==> config.mk <==
export PLATFORM = sky130hd
export DESIGN_NAME = pattern_detector_param
export DESIGN_NICKNAME = d
export VERILOG_FILES = /design/src/rtl/pattern_detector_param.sv
export SDC_FILE = /design/constraint.sdc
export NUM_CORES = 1
export LEC_CHECK = 0
export BUFFER_PORTS_ARGS = -buffer_cell sky130_fd_sc_hd__buf_2
export CORE_AREA = 5 5 43 81
export CTS_CLUSTER_SIZE = 14
export DETAILED_ROUTE_END_ITERATION = 10
export DIE_AREA = 0 0 48 86
export GPL_TIMING_DRIVEN = 0
export PLACE_DENSITY = 0.78
export SLEW_MARGIN = 40
export SYNTH_ARGS = -nofsm -noshare
export SYNTH_HDL_FRONTEND = slang
export SYNTH_SLANG_ARGS = --single-unit
==> constraint.sdc <==
create_clock -name clk -period 2.07 [get_ports clk]
set_clock_uncertainty 0.05 [all_clocks]
set_input_delay 0.207 -clock clk [delete_from_list [all_inputs] [get_ports clk]]
set_output_delay 0.207 -clock clk [all_outputs]
set_load 0.01 [all_outputs]
==> src/rtl/pattern_detector_param.sv <==
// Serial pattern detector with a runtime-loadable W-bit pattern,
// overlapping/non-overlapping detection and a saturating match counter.
// The match pulse is Mealy: it is asserted in the same cycle the final
// pattern bit is presented on `in`.
module pattern_detector_param #(
    parameter int             W       = 4,
    parameter logic [W-1:0]   PAT_RST = 4'b1001,
    parameter int             CNT_W   = 16
) (
    input  logic             clk,
    input  logic             rst,
    input  logic             in,
    input  logic             valid,
    input  logic             overlap,
    input  logic             pat_load,
    input  logic [W-1:0]     pat_in,
    input  logic             count_clr,
    output logic             out,
    output logic [CNT_W-1:0] count,
    output logic             sat
);

    localparam int               FILL_W   = $clog2(W);
    localparam logic [FILL_W-1:0] FILL_MAX = FILL_W'(W - 1);
    localparam logic [CNT_W-1:0]  CNT_MAX  = {CNT_W{1'b1}};

    logic [W-1:0]      pat_reg,   pat_next;
    logic [W-2:0]      hist_reg,  hist_next;
    logic [FILL_W-1:0] fill_reg,  fill_next;
    logic [CNT_W-1:0]  count_reg, count_next;
    logic              sat_reg,   sat_next;

    // Candidate window: the last W-1 accepted bits followed by the current bit.
    logic [W-1:0] window;
    logic         match;

    // Combinational match detection; a match needs a full history since the
    // last pattern load / reset / non-overlapping match.
    always_comb begin
        window = {hist_reg, in};
        match  = rst & valid & ~pat_load & (fill_reg == FILL_MAX) & (window == pat_reg);
    end

    // Next-state logic for pattern, history, fill level, counter and sticky flag.
    always_comb begin
        pat_next   = pat_reg;
        hist_next  = hist_reg;
        fill_next  = fill_reg;
        count_next = count_reg;
        sat_next   = sat_reg;

        if (pat_load) begin
            // A new pattern invalidates any partial history; the bit on `in`
            // is dropped this cycle.
            pat_next  = pat_in;
            fill_next = '0;
        end else if (valid) begin
            hist_next = window[W-2:0];
            if (match && !overlap) begin
                fill_next = '0;
            end else if (fill_reg != FILL_MAX) begin
                fill_next = fill_reg + 1'b1;
            end
        end

        // Clear has priority over a coincident match; the match still
        // advances history/fill above.
        if (count_clr) begin
            count_next = '0;
            sat_next   = 1'b0;
        end else if (match) begin
            if (count_reg == CNT_MAX) begin
                sat_next = 1'b1;
            end else begin
                count_next = count_reg + 1'b1;
            end
        end
    end

    // State registers with asynchronous active-low reset.
    always_ff @(posedge clk or negedge rst) begin
        if (!rst) begin
            pat_reg   <= PAT_RST;
            hist_reg  <= '0;
            fill_reg  <= '0;
            count_reg <= '0;
            sat_reg   <= 1'b0;
        end else begin
            pat_reg   <= pat_next;
            hist_reg  <= hist_next;
            fill_reg  <= fill_next;
            count_reg <= count_next;
            sat_reg   <= sat_next;
        end
    end

    assign out   = match;
    assign count = count_reg;
    assign sat   = sat_reg;

endmodule

==> flow_summary.ini <==
[setup_path]
worstReg2RegStart = pat_reg[0]$_DFFE_PN1P_
worstPathMaxFanout = 5
reg2reg_depth = 7
cp.required_ns = 2.18
arrival_ns = 2.10
path_class = reg2reg
r2r_setup_slack_ns = 0.08
r2r_end = count[13]$_DFFE_PN0P_
critPathLaunchType = flop
worstSetupEndpointType = flop

[grt]
antenna_found_initial = 0
grt_overflow = 0
grt_max_degree = 25
track_usage_pct = 18.5
grt_pass1_vias = 1243
grt_pass1_wl_mm = 5.59

[die]
core-area_sq_um = 2770
die_area_sq_um = 4130
start_util_pct = 49.9
io_pins = 29
num_rows = 27
die_w_microns = 48
die_y_microns = 86

[power_and_ir_drop]
power_frac_clock_pct = 29.4
total_power_mw = 0.962
ir_worst_vdd_mv = 0.478
combPwrFrac_pct = 12.5
p_seq_share_pct = 58.1
sw_frac_of_total_pct = 24.5
power.switching_mw = 0.236
internal_power_mw = 0.726
cellLeakagePower_nw = 0.749
power_density_nw_per_um2 = 559

[synth]
synthAdderAreaFrac_pct = 1.81
avgSynthCellArea_sq_um = 10.3
synth_cell_types = 38
syn_inst = 134
muxShareOfSynthArea_pct = 8.79
synthSimpleGateAreaFrac_pct = 22.8
synth_top_family_by_area = simple AND/OR/NAND/NOR gates
synthXorXnorAreaFrac_pct = 3.80
synth_compound_gate_area_share_pct = 11.9
yosysWarnings = 0
synth-async-reset-ratio_pct = 100
synth-edff-count = 0
syn_area_sq_um = 1380
syn_nets = 147
ys_seq_elements = 26
synth_top_flop_cell = dfrtp_1
synth-seq-area-share_pct = 47.3

[timing]
worst_slack_ns = 0.0773
maxSlewViolCount = 0
relSlewSlack_pct = 62.2
final.period_utilization_pct = 96.3
hold_slack_ns = 0.0656
period_needed_ns = 1.99
fmax_ghz = 0.502
worst_pin_slew_ns = 0.565
setup-tns-final_ns = 0
hold_viol = 0
rsz0062_at_grt = true
setup_viol = 0

[route]
finalWirelength_mm = 3.58
drcViolationCount = 0
dr.pass1.iters = 4
antenna_left = 0
vias_per_cell = 6.14
detail_route.wl_per_cell_microns = 17.7
drtIter0Drc = 43
vias = 1240

[final_layout]
seq_area_sq_um = 656
diodes = 0
largest_reg_flops = 16
final_core_util_pct = 62.2
nets = 188
stdcell_count = 202
multi_input_area_sq_um = 717
syn_to_final_growth_pct = 24.6
drive_gt1_share_pct = 37.6
stdcell_area_sq_um = 1720
fill_cells = 234

[placement]
dp_hpwl_mm = 2.45
postPlaceCellArea_sq_um = 1550
port_buffers = 26
placed_cells = 189
place_congestion = 0.770
post-place-ws_ns = -0.278

[cts]
clock_sinks = 26
cts_buffers = 3
clkTransAtPathRegs_ns = 0.09
htree_levels = 1
cts_buffer_depth = 2
clk_latency_ns = 0.27
cts_tree = yes
cts_root_buffer = clkbuf_8

[hold_path]
worstHoldPathType = in2reg
worstHoldPathCells = 2
hp-start = pat_load
min_to = fill_reg[0]$_DFFE_PN0P_

[job]
maxCapViolations = 0

[run_status]
status = finished clean
logic make-up after synthesis:
logic type	Yosys count
AND/OR/NAND/NOR	52
flip-flops	26
XOR/XNOR	6
adder cells (fa/ha/maj)	2
buffers and inverters	10
AO/OA/AOI/OAI	27
multiplexers	11
Yosys cell counts, drive strengths merged, types with 5 or more instances:
cell type | count | area (sq um)
or4 | 7 | 52.6
nand3 | 6 | 35.0
o31ai | 6 | 45.0
nand2 | 5 | 18.8
dfrtp | 24 | 601
a21oi | 11 | 55.1
nor2 | 10 | 37.5
inv | 5 | 18.8
mux2 | 9 | 101
xor2 | 5 | 43.8
power groups by stage:
stage	clock (mW)	sequential [mW]	combinational, mW
floorplan	0	0.561	0.0722
global placement	0	0.566	0.0979
detailed placement	0	0.569	0.105
CTS	0.286	0.559	0.113
global route	0.304	0.562	0.136
finish	0.283	0.559	0.121
routing by layer:
layer | part of all wire (%) | GRT usage [%] | vias to the layer above
met1 | 35 | 20.8 | 604
li1 | - | - | 577
met4 | 2.3 | 7.35 | 0
met5 | 0 | 0 | -
met3 | 4.6 | 2.10 | 9
met2 | 58 | 32.7 | 50
worst max-delay path by stage:
stage / start / end / slack (ns) / depth (start not counted)
final: pat_reg[0]$_DFFE_PN1P_ / count[13]$_DFFE_PN0P_ / 0.08 / 7
after CTS: count[0]$_DFFE_PN0P_ / count[1]$_DFFE_PN0P_ / 0.01 / 7
after global placement: rst / count[13]$_DFFE_PN0P_ / -0.21 / 7
after detailed placement: rst / count[13]$_DFFE_PN0P_ / -0.28 / 7
after global routing: pat_reg[0]$_DFFE_PN1P_ / count[15]$_DFFE_PN0P_ / -0.07 / 7
after floorplan: pat_reg[0]$_DFFE_PN1P_ / count[13]$_DFFE_PN0P_ / 0.20 / 6
critical path, stage by stage (launching register included):
cell and delay (ns):
dfstp_2 0.55, xor2_1 0.08, nor3_2 0.18, buf_4 0.16, nand3_2 0.12, buf_6 0.17, nor4_4 0.20, mux2_2 0.36
cell usage in the layout (no fill, tap or decap), types with 2 or more instances in the layout:
master and instances:
a31oi_1 2, or3_1 3, mux2i_1 2, o21ai_0 4, mux2_2 9, a21oi_1 10
nor2b_1 4, buf_6 2, or4_1 6, clkbuf_8 3, nor2_1 10, nor3_1 2
nand3_1 5, buf_2 28, nand4_1 4, dfstp_2 2, dfrtp_2 2, buf_4 7
xor2_1 5, inv_1 5, dfrtp_1 22, o31ai_1 6, nand2_1 5
layout make-up:
| type | count | area share [%] |
|---|---|---|
| Tap cell | 29 | 2.11 |
| Multi-Input combinational cell | 98 | 41.6 |
| Buffer | 5 | 2.18 |
| Sequential cell | 26 | 38.1 |
| Timing Repair Buffer | 36 | 12.5 |
| Inverter | 5 | 1.09 |
| Clock buffer | 3 | 2.40 |
repair_timing:
action	CTS	global route
endpoints found under the setup margin	2	11
resized for setup	1	13
setup buffers	0	6
cloned	0	2
pin swaps	2	6
endpoints found under the hold margin	24	0
hold buffers	2	0
Power figures use the tool's default switching activity.
